### src/rtl/uart_rx_byte.sv
// rtl/uart_rx_byte.sv - 8N1 UART receiver producing a byte plus one-cycle strobe
module uart_rx_byte #(
  parameter int CLKS_PER_BIT = 434,
  parameter int HALF_BIT     = CLKS_PER_BIT / 2
) (
  input  logic       clk,
  input  logic       rst,
  input  logic       rx,
  output logic [7:0] rout,
  output logic       rout_en,
  output logic       frame_err,
  output logic       rx_busy
);

  localparam int CW = $clog2(CLKS_PER_BIT) + 1;
  localparam logic [CW-1:0] HALF_LAST = CW'(HALF_BIT - 1);
  localparam logic [CW-1:0] BIT_LAST  = CW'(CLKS_PER_BIT - 1);

  typedef enum logic [2:0] {
    ST_IDLE,
    ST_START,
    ST_DATA,
    ST_STOP,
    ST_BREAK
  } state_t;

  state_t        state;
  logic [CW-1:0] cnt;
  logic [2:0]    bit_idx;
  logic [7:0]    shift;
  logic          rx_s1;
  logic          rx_s;
  logic          rx_d;

  // Two-flop synchroniser plus a delayed copy for falling-edge detection;
  // preset to 1 so reset looks like an idle line.
  always_ff @(posedge clk) begin
    if (rst) begin
      rx_s1 <= 1'b1;
      rx_s  <= 1'b1;
      rx_d  <= 1'b1;
    end else begin
      rx_s1 <= rx;
      rx_s  <= rx_s1;
      rx_d  <= rx_s;
    end
  end

  // Receive FSM: start qualification at half bit, then one sample per bit period.
  always_ff @(posedge clk) begin
    if (rst) begin
      state     <= ST_IDLE;
      cnt       <= '0;
      bit_idx   <= 3'd0;
      shift     <= 8'h00;
      rout      <= 8'h00;
      rout_en   <= 1'b0;
      frame_err <= 1'b0;
    end else begin
      rout_en   <= 1'b0;
      frame_err <= 1'b0;
      case (state)
        ST_IDLE: begin
          // Only a genuine 1->0 transition starts a frame, never a stuck-low line.
          if (rx_d && !rx_s) begin
            state <= ST_START;
            cnt   <= '0;
          end
        end
        ST_START: begin
          if (cnt == HALF_LAST) begin
            cnt     <= '0;
            bit_idx <= 3'd0;
            // A line already back high at mid start bit was a glitch.
            state   <= rx_s ? ST_IDLE : ST_DATA;
          end else begin
            cnt <= cnt + 1'b1;
          end
        end
        ST_DATA: begin
          if (cnt == BIT_LAST) begin
            cnt   <= '0;
            shift <= {rx_s, shift[7:1]};
            if (bit_idx == 3'd7) begin
              state <= ST_STOP;
            end else begin
              bit_idx <= bit_idx + 3'd1;
            end
          end else begin
            cnt <= cnt + 1'b1;
          end
        end
        ST_STOP: begin
          if (cnt == BIT_LAST) begin
            cnt <= '0;
            if (rx_s) begin
              rout    <= shift;
              rout_en <= 1'b1;
              state   <= ST_IDLE;
            end else begin
              // Low stop bit: report once, then wait out any break condition.
              frame_err <= 1'b1;
              state     <= ST_BREAK;
            end
          end else begin
            cnt <= cnt + 1'b1;
          end
        end
        ST_BREAK: begin
          if (rx_s) begin
            state <= ST_IDLE;
          end
        end
        default: begin
          state <= ST_IDLE;
        end
      endcase
    end
  end

  assign rx_busy = (state != ST_IDLE);

endmodule

### config.mk
export PLATFORM = sky130hd
export DESIGN_NAME = uart_rx_byte
export DESIGN_NICKNAME = d
export VERILOG_FILES = /design/src/rtl/uart_rx_byte.sv
export SDC_FILE = /design/constraint.sdc
export NUM_CORES = 1
export LEC_CHECK = 0
export BUFFER_PORTS_ARGS = -buffer_cell sky130_fd_sc_hd__buf_2
export CORE_UTILIZATION = 42
export DETAILED_ROUTE_END_ITERATION = 10
export PLACE_DENSITY = 0.61
export SYNTH_ARGS = -nofsm -noshare
export SYNTH_HDL_FRONTEND = slang
export SYNTH_SLANG_ARGS = --single-unit
### constraint.sdc
create_clock -name clk -period 2.08 [get_ports clk]
set_input_delay 0.208 -clock clk [delete_from_list [all_inputs] [get_ports clk]]
set_output_delay 0.208 -clock clk [all_outputs]
set_load 0.02 [all_outputs]
* Word-level counts from Yosys, hierarchy flattened
Index checks and enable logic that the tools add are counted.
Storage, ports and cells: flip-flop bits (word level) 37, bits in latches 0, memory bits (writable) 0, memory bits (read-only) 0, input bits 3, word-level logic and storage cells 60, memories 0
Operators by class: add/subtract/negate cells 2, multiply operators 0, divide/modulo/power cells 0, $lt $le $gt $ge 0, eq/ne operators 14, shift-type cells 0, muxes and demuxes 19, bitwise operators 2, reduce and logical (&&, ||, !) cells 13
Operators with widths (number):
- $mux 10 | 3
- $mux 3 | 10
- $pmux 10 s3 | 1
- $pmux 3 s5 | 1
- $ne 2x2->1 const B | 7
- $add 10x1->10 const B | 1
- $eq 10x8->1 const B | 1
- $eq 10x9->1 const B | 1
- $eq 3x2->1 const B | 2
- $eq 3x3->1 const B | 2
- $pmux 3 s2 | 1
- $reduce_and 6->1 | 1
- $reduce_bool 3->1 | 2
- $reduce_and 2->1 | 2
- $reduce_and 4->1 | 1
- $add 3x1->3 const B | 1
- $eq 3x1->1 const B | 1
- $logic_not 3->1 | 1
- $reduce_and 3->1 | 1
- $reduce_or 3->1 | 1
- $mux 1 | 2
- $mux 2 | 1
- $not 1->1 | 2
- $reduce_bool 2->1 | 1
- other kinds (3) | 3

* Logic depth before layout (Yosys ltp)
Gate-level depths: netlist of run 1.
depth after elaboration 4, mapped depth 8

* Least setup slack after synthesis of run 1
No wires, ideal clock.
kind register to register, start point register cnt[1], end point register state[0], library setup time 0.128 ns, arrival 1.604 ns, required time 1.952 ns, setup slack 0.348 ns, stages on the path, launching flop included 9, cell sequence dfxtp_1 -> inv_1 -> ha_1 -> and4bb_2 -> and3_1 -> clkbuf_1 -> o221a_2 -> mux2i_1 -> nor2_1
On the way: longest elaborated chain between the ends 3
Ends and longest elaborated chain:
- start: declaration | line 28 | logic [CW-1:0] cnt;
- start signal: assignment | line 77 | cnt <= cnt + 1'b1;
- start signal: assignment | line 90 | cnt <= cnt + 1'b1;
- start signal: assignment | line 106 | cnt <= cnt + 1'b1;
- $eq 10x9->1 or $eq 10x8->1 (tied branches) | line 81, 94, 71
- $ne 2x2->1 (no line)
- $reduce_and 6->1 (no line) (*)
- end signal: assignment | line 75 | state <= rx_s ? ST_IDLE : ST_DATA;
- end: declaration | line 27 | state_t state;
Every way passes the cells marked *; elsewhere a longest branch is shown, timed or not. A chain may end at the register's enable or synchronous reset.

* Final worst setup path of run 1
start point register cnt[0], end point register state[0]
Same word-level chain as after synthesis.

==> impl_metrics.py, run 1 <==
metrics = {
    "status": {
        "outcome": "finished clean",
    },
    "detailed_routing": {
        "drcViolationCount": 0,
        "via_count": 1404,
        "wl_um": 3289,
        "drt_iter0_markers": 87,
        "drt-vias-per-instance": 5.594,
        "drtPass1Iterations": 5,
        "drt-wirelength-per-cell_um": 13.10,
        "ant_nets": 0,
    },
    "sta": {
        "worst_slew_pin_slew_ns": 0.5463,
        "setup_viol_count_final": 0,
        "fin_crit_ns": 1.886,
        "fin_ws_ns": 0.1935,
        "rsz0062_at_grt": "false",
        "finalCritPeriodShare": 0.9070,
        "slew_viol_final": 0,
        "timing.fmax_mhz": 530.1,
        "fin_setup_tns_ns": 0,
        "finalHoldViolations": 0,
        "clock-skew-final_ns": 0.004409,
        "slew-limit-headroom": 0.6358,
    },
    "grt": {
        "met3_usage": 0.04138,
        "grt_usage": 0.1729,
        "grtUsageMet1": 0.2122,
        "overflow": 0,
        "grt_max_degree": 33,
        "use_met2": 0.2781,
        "grt_first_pass_wirelength_um": 5658,
        "first_global_vias": 1301,
        "top_usage_layer": "met2",
        "antenna_found_initial": 0,
    },
    "yosys": {
        "synth_fp_nets": 196,
        "synth_top_area_cell": "dfxtp_1",
        "synth_cells": 188,
        "synth_seq_cells": 37,
        "synth_edf_count": 0,
        "synthTopCellsByArea": "dfxtp_1 43%, mux2i_1 6.4%, a21oi_1 4.7%, nor2_1 4.0%, ha_1 3.7%",
        "yosysWarningCount": 0,
        "ys_types": 41,
        "synthTopCellsByCount": "37 x dfxtp_1, 18 x nor2_1, 16 x a21oi_1",
        "ys_seq_area_frac": 0.4331,
        "async_reset_ff_frac": 0,
        "yosysMostFrequentCell": "dfxtp_1",
        "netlist_area_mm2": 0.001710,
        "synth_area_per_cell_um2": 9.098,
        "synth_ff_type": "dfxtp_1",
        "synth_top_area_frac": 0.4331,
    },
    "pwr": {
        "p_per_area_mw_per_mm2": 724.8,
        "ir_worst_vdd_mv": 0.4707,
        "p_leak_nw": 0.7842,
    },
    "clock_tree": {
        "clkSlewWorstSetupHoldPaths_ns": 0.07,
        "clock_latency_ns": 0.29,
        "cts_root_buffer": "clkbuf_8",
        "clk_path_buf_depth": 2,
        "htree_levels": 2,
        "cts_hold_buf": 0,
        "cts.sinks": 37,
        "cts_tree": "done",
        "cts_buffers": 5,
    },
    "placed_design": {
        "dp_slack_ns": 0.1809,
        "place_inst": 243,
        "routabilityCongestion": 0.7749,
        "dp_hpwl_um": 2350,
        "port_buffers": 13,
        "placed_area_mm2": 0.001809,
    },
    "setup_path": {
        "ff2ff_path_depth": 6,
        "criticalPathCategory": "flip-flop to flip-flop",
        "end_kind": "flip-flop",
        "cp_max_fo": 7,
        "crit_start": "cnt[0]",
        "worst_setup_path_start_kind": "flip-flop",
        "crit_path_end": "state[0]",
        "required_ns": 2.24,
        "r2r_setup_slack_ns": 0.19,
        "rr_startpoint": "cnt[0]",
        "critPathArrivalTime_ns": 2.05,
        "reg2reg_to": "state[0]",
    },
    "floorplanning": {
        "start_util": 0.4535,
        "num_rows": 22,
        "fp.dieH_um": 65.82,
        "die_area_mm2": 0.004332,
        "die_w_um": 65.82,
        "core-area_mm2": 0.003771,
        "ioPinCount": 14,
    },
    "worst_hold_path": {
        "hold_path.class": "input pin to flip-flop",
    },
    "layout": {
        "nNetsFinal": 210,
        "final_cells": 251,
        "fin_util": 0.5043,
        "fill_cells": 346,
        "drive_above_1_share": 0.1970,
        "register_area_um2": 740.7,
        "syn_to_final_growth_pct": 11.19,
        "multiInputGateArea_um2": 900.9,
        "fin_area_mm2": 0.001902,
        "diodes": 0,
    },
    "flow_run": {
        "cap_violations": 0,
    },
}
==> per-layer routing <==
metal,up-vias,routed length (µm)
met5,-,0
met4,0,55
met3,5,153
met2,32,1517
met1,668,1562
li1,699,-
==> power by group <==
part / switching [W] / leakage [nW] / total, W / internal, W
Combinational: 0.0000883 / 0.441 / 0.000154 / 0.0000657
Sequential: 0.0000176 / 0.299 / 0.000742 / 0.000725
Clock: 0.000251 / 0.0439 / 0.000482 / 0.000231
==> sequential cells by signal, indices dropped and copies added (netlist names) <==
name / flops
rout: 8
state: 3
rx_s1: 1
bit_idx: 3
frame_err: 1
cnt: 10
shift: 8
rx_s: 1
rx_d: 1
rout_en: 1
==> critical path, cell delays in order, from the launching register on <==
cell and delay, ns:
dfxtp_1 0.41, ha_1 0.17, and4bb_2 0.27, and3_1 0.35, o221a_2 0.30, mux2i_1 0.21
nor2_1 0.05
==> layout make-up <==
| type | count | share of cell area |
|---|---|---|
| multi-input cells | 136 | 0.4737 |
| flip-flops and latches | 37 | 0.3895 |
| repair buffers | 17 | 0.05000 |
| clock buffers | 5 | 0.03618 |
| well taps | 48 | 0.03158 |
| inverters | 5 | 0.009868 |
| clock inverters | 3 | 0.009211 |
==> cell families after synthesis <==
logic type | after synthesis | synth area share
and+or+nand+nor | 80 | 0.2663
xor gates and xnor gates | 2 | 0.01024
adders and majority gates | 5 | 0.03658
muxes | 11 | 0.06438
AOI/OAI and AO/OA | 38 | 0.1456
DFF | 37 | 0.4331
buffers and inverters | 15 | 0.04390
==> metrics by stage <==
step | hold WS, ns | total power [W]
6_report | 0.1007 | 0.001378
5_1_grt | 0.1018 | 0.001444
4_1_cts | 0.09170 | 0.001396
3_3_place_gp | 0.3926 | 0.0009051
2_1_floorplan | 0.3118 | 0.0008845
3_5_place_dp | 0.3920 | 0.0009118
==> how the worst min path moves through the flow <==
stage / from / end / slack [ns] / depth (start not counted)
after global placement: rx / rx_s1 / 0.39 / 2
after floorplan: rx / rx_s1 / 0.31 / 1
final: rx / rx_s1 / 0.10 / 2
after detailed placement: rx / rx_s1 / 0.39 / 2
after global routing: rx / rx_s1 / 0.10 / 2
after CTS: rx / rx_s1 / 0.09 / 2
==> layout by cell type (no fill, tap or decap), drive strengths merged, types with 5 or more instances in the layout <==
cell type,instances
dfxtp,37
nor2,18
buf,17
a21oi,16
nand2,15
nand3,12
mux2i,11
a31oi,8
nand2b,7
inv,5
ha,5
clkbuf,5
nand4,5
==> what timing repair did <==
action                     4_1_cts  5_1_grt
gates resized for setup          0        1
setup endpoints to repair        0        1
setup buffers                    0        0
Note: power is estimated with default switching activity, not from simulation.
==> run 2, diff against run 1 <==
Settings changed: CELL_PAD_IN_SITES_DETAIL_PLACEMENT set to 0, CELL_PAD_IN_SITES_GLOBAL_PLACEMENT set to 1, CORE_UTILIZATION 42 to 45, PLACE_DENSITY 0.61 to 0.8.
==> run 2 against run 1 <==
Worst setup slack better by 0.0067 ns. Largest cell class unchanged. Register-to-register slack hardly changed. Largest power group unchanged. Critical endpoint is now state[1]. Final area is 1.9% higher.
==> impl_metrics.py, run 2 (synthesis results as in run 1) <==
metrics = {
    "pwr": {
        "power_w": 0.001533,
        "p_per_area_mw_per_mm2": 790.9,
        "ir_worst_vdd_mv": 0.3555,
        "p_leak_nw": 0.8017,
    },
    "floorplanning": {
        "start_util": 0.4672,
        "die_w_um": 63.65,
        "core-area_mm2": 0.003661,
        "fp.dieH_um": 63.65,
        "die_area_mm2": 0.004051,
        "ioPinCount": 14,
        "num_rows": 22,
    },
    "setup_path": {
        "rr_startpoint": "cnt[1]",
        "required_ns": 2.23,
        "critical_path.slowest_cell": "nor4bb_1",
        "criticalPathCategory": "flip-flop to flip-flop",
        "crit_start": "cnt[1]",
        "worst_setup_path_start_kind": "flip-flop",
        "cp_max_fo": 4,
        "crit_family": "simple AND/OR/NAND/NOR gates",
        "cp_cell_sequence": "inv_1, ha_1, nor4bb_1, and3_1, o221a_2, mux2i_1, nor2_1",
        "cp_num_buf_inv": 1,
        "critPathArrivalTime_ns": 2.03,
        "end_kind": "flip-flop",
        "slowest_delay_ns": 0.43,
    },
    "detailed_routing": {
        "drcViolationCount": 0,
        "drt-wirelength-per-cell_um": 12.65,
        "ant_nets": 0,
        "wl_um": 3187,
        "drtPass1Iterations": 4,
        "drt_iter0_markers": 78,
        "via_count": 1366,
        "drt-vias-per-instance": 5.421,
    },
    "clock_tree": {
        "cts_tree": "done",
        "cts_buffers": 5,
        "cts.sinks": 37,
        "clock_latency_ns": 0.28,
        "clkSlewWorstSetupHoldPaths_ns": 0.07,
        "clk_path_buf_depth": 2,
        "post_cts_buffers": 0,
        "cts_root_buffer": "clkbuf_8",
        "cts_hold_buf": 0,
        "htree_levels": 2,
    },
    "placed_design": {
        "place_inst": 244,
        "placed_area_mm2": 0.001817,
        "routabilityCongestion": 0.7975,
        "dp_hpwl_um": 2272,
        "port_buffers": 13,
    },
    "sta": {
        "clock-skew-final_ns": 0.004809,
        "slew_viol_final": 0,
        "rsz0062_at_grt": "false",
        "setup_viol_count_final": 0,
        "fin_setup_tns_ns": 0,
        "finalHoldViolations": 0,
        "fin_crit_ns": 1.880,
        "finalCritPeriodShare": 0.9037,
        "worst_slew_pin_slew_ns": 0.5416,
        "timing.fmax_mhz": 532.0,
        "slew-limit-headroom": 0.6389,
    },
    "layout": {
        "largest_reg_flops": 10,
        "drive_above_1_share": 0.2010,
        "register_area_um2": 740.7,
        "fill_cells": 336,
        "final_cells": 252,
        "final_common_cell": "dfxtp_1",
        "regMostFlops": "cnt",
        "final_cell_mix": "37 x dfxtp_1, 18 x nor2_1, 16 x a21oi_1",
        "nNetsFinal": 211,
        "top_regs": "cnt (10), rout (8), shift (8)",
        "fin_area_mm2": 0.001938,
        "multiInputGateArea_um2": 895.9,
        "syn_to_final_growth_pct": 13.31,
        "diodes": 0,
    },
    "grt": {
        "overflow": 0,
        "grt_max_degree": 33,
        "grt_usage": 0.1717,
        "antenna_found_initial": 0,
        "grt_first_pass_wirelength_um": 5444,
        "first_global_vias": 1228,
    },
    "status": {
        "outcome": "finished clean",
    },
    "worst_hold_path": {
        "min_from": "rx",
        "hold_path.class": "input pin to flip-flop",
    },
    "flow_run": {
        "cap_violations": 0,
    },
}
-- run 2: cell count changes in the layout (fill, tap and decap cells not counted), sizes merged --
cell / delta
bufinv: +1
clkbuf: +1
buf: +1
clkinv: -2
-- run 2: metrics by stage --
step | utilization | hold slack (ns) | worst slack [ns]
2_1_floorplan | - | 0.3118 | 0.3482
3_3_place_gp | 0.4962 | 0.3911 | 0.2316
3_5_place_dp | 0.4962 | 0.3928 | 0.1398
4_1_cts | 0.5291 | 0.09194 | 0.1225
5_1_grt | 0.5294 | 0.09064 | 0.04204
6_report | 0.5294 | 0.1001 | 0.2003
-- run 2: worst paths after layout --
| check | end | slack [ns] | cells after the start |
|---|---|---|---|
| setup / recovery | state[1] | 0.20 | 7 |
| hold / removal | rx_s1 | 0.10 | 2 |
| setup reg to reg | state[1] | 0.20 | 7 |
| hold reg to reg | rx_s | 0.41 | 1 |
-- run 2: worst reg2reg max path, cell delays in order, from the launching register on --
cell and delay [ns]:
dfxtp_1 0.34, inv_1 0.10, ha_1 0.15, nor4bb_1 0.43, and3_1 0.25, o221a_2 0.24, mux2i_1 0.20, nor2_1 0.05
-- run 2: what timing repair did --
item,CTS,global route
resized for setup,0,1
endpoints found under the hold margin,0,0
setup endpoints to repair,0,2
-- run 2: final cells by class --
class / count / share of cell area
multi-input cells: 136 / 0.4622
flip-flops and latches: 37 / 0.3822
repair buffers: 18 / 0.05294
clock buffers: 6 / 0.04261
well taps: 48 / 0.03099
clock inverters: 2 / 0.01937
inverters: 5 / 0.009684
-- run 2: routing by layer --
metal / part of all wire / global-route usage / vias to the layer above / routed length (µm)
met5: 0 / 0 / - / 0
met4: 0.0091 / 0.06818 / 0 / 29
met3: 0.035 / 0.05435 / 4 / 113
met2: 0.45 / 0.2606 / 22 / 1446
met1: 0.50 / 0.2238 / 645 / 1597
li1: - / - / 695 / -
-- run 2: where the power goes --
part / switching [W] / internal (W) / leakage [nW] / total, W
Combinational: 0.0000883 / 0.0000651 / 0.445 / 0.000153
Clock: 0.000248 / 0.000390 / 0.0574 / 0.000637
Sequential: 0.0000174 / 0.000725 / 0.299 / 0.000742
Total: 0.000353 / 0.00118 / 0.802 / 0.00153
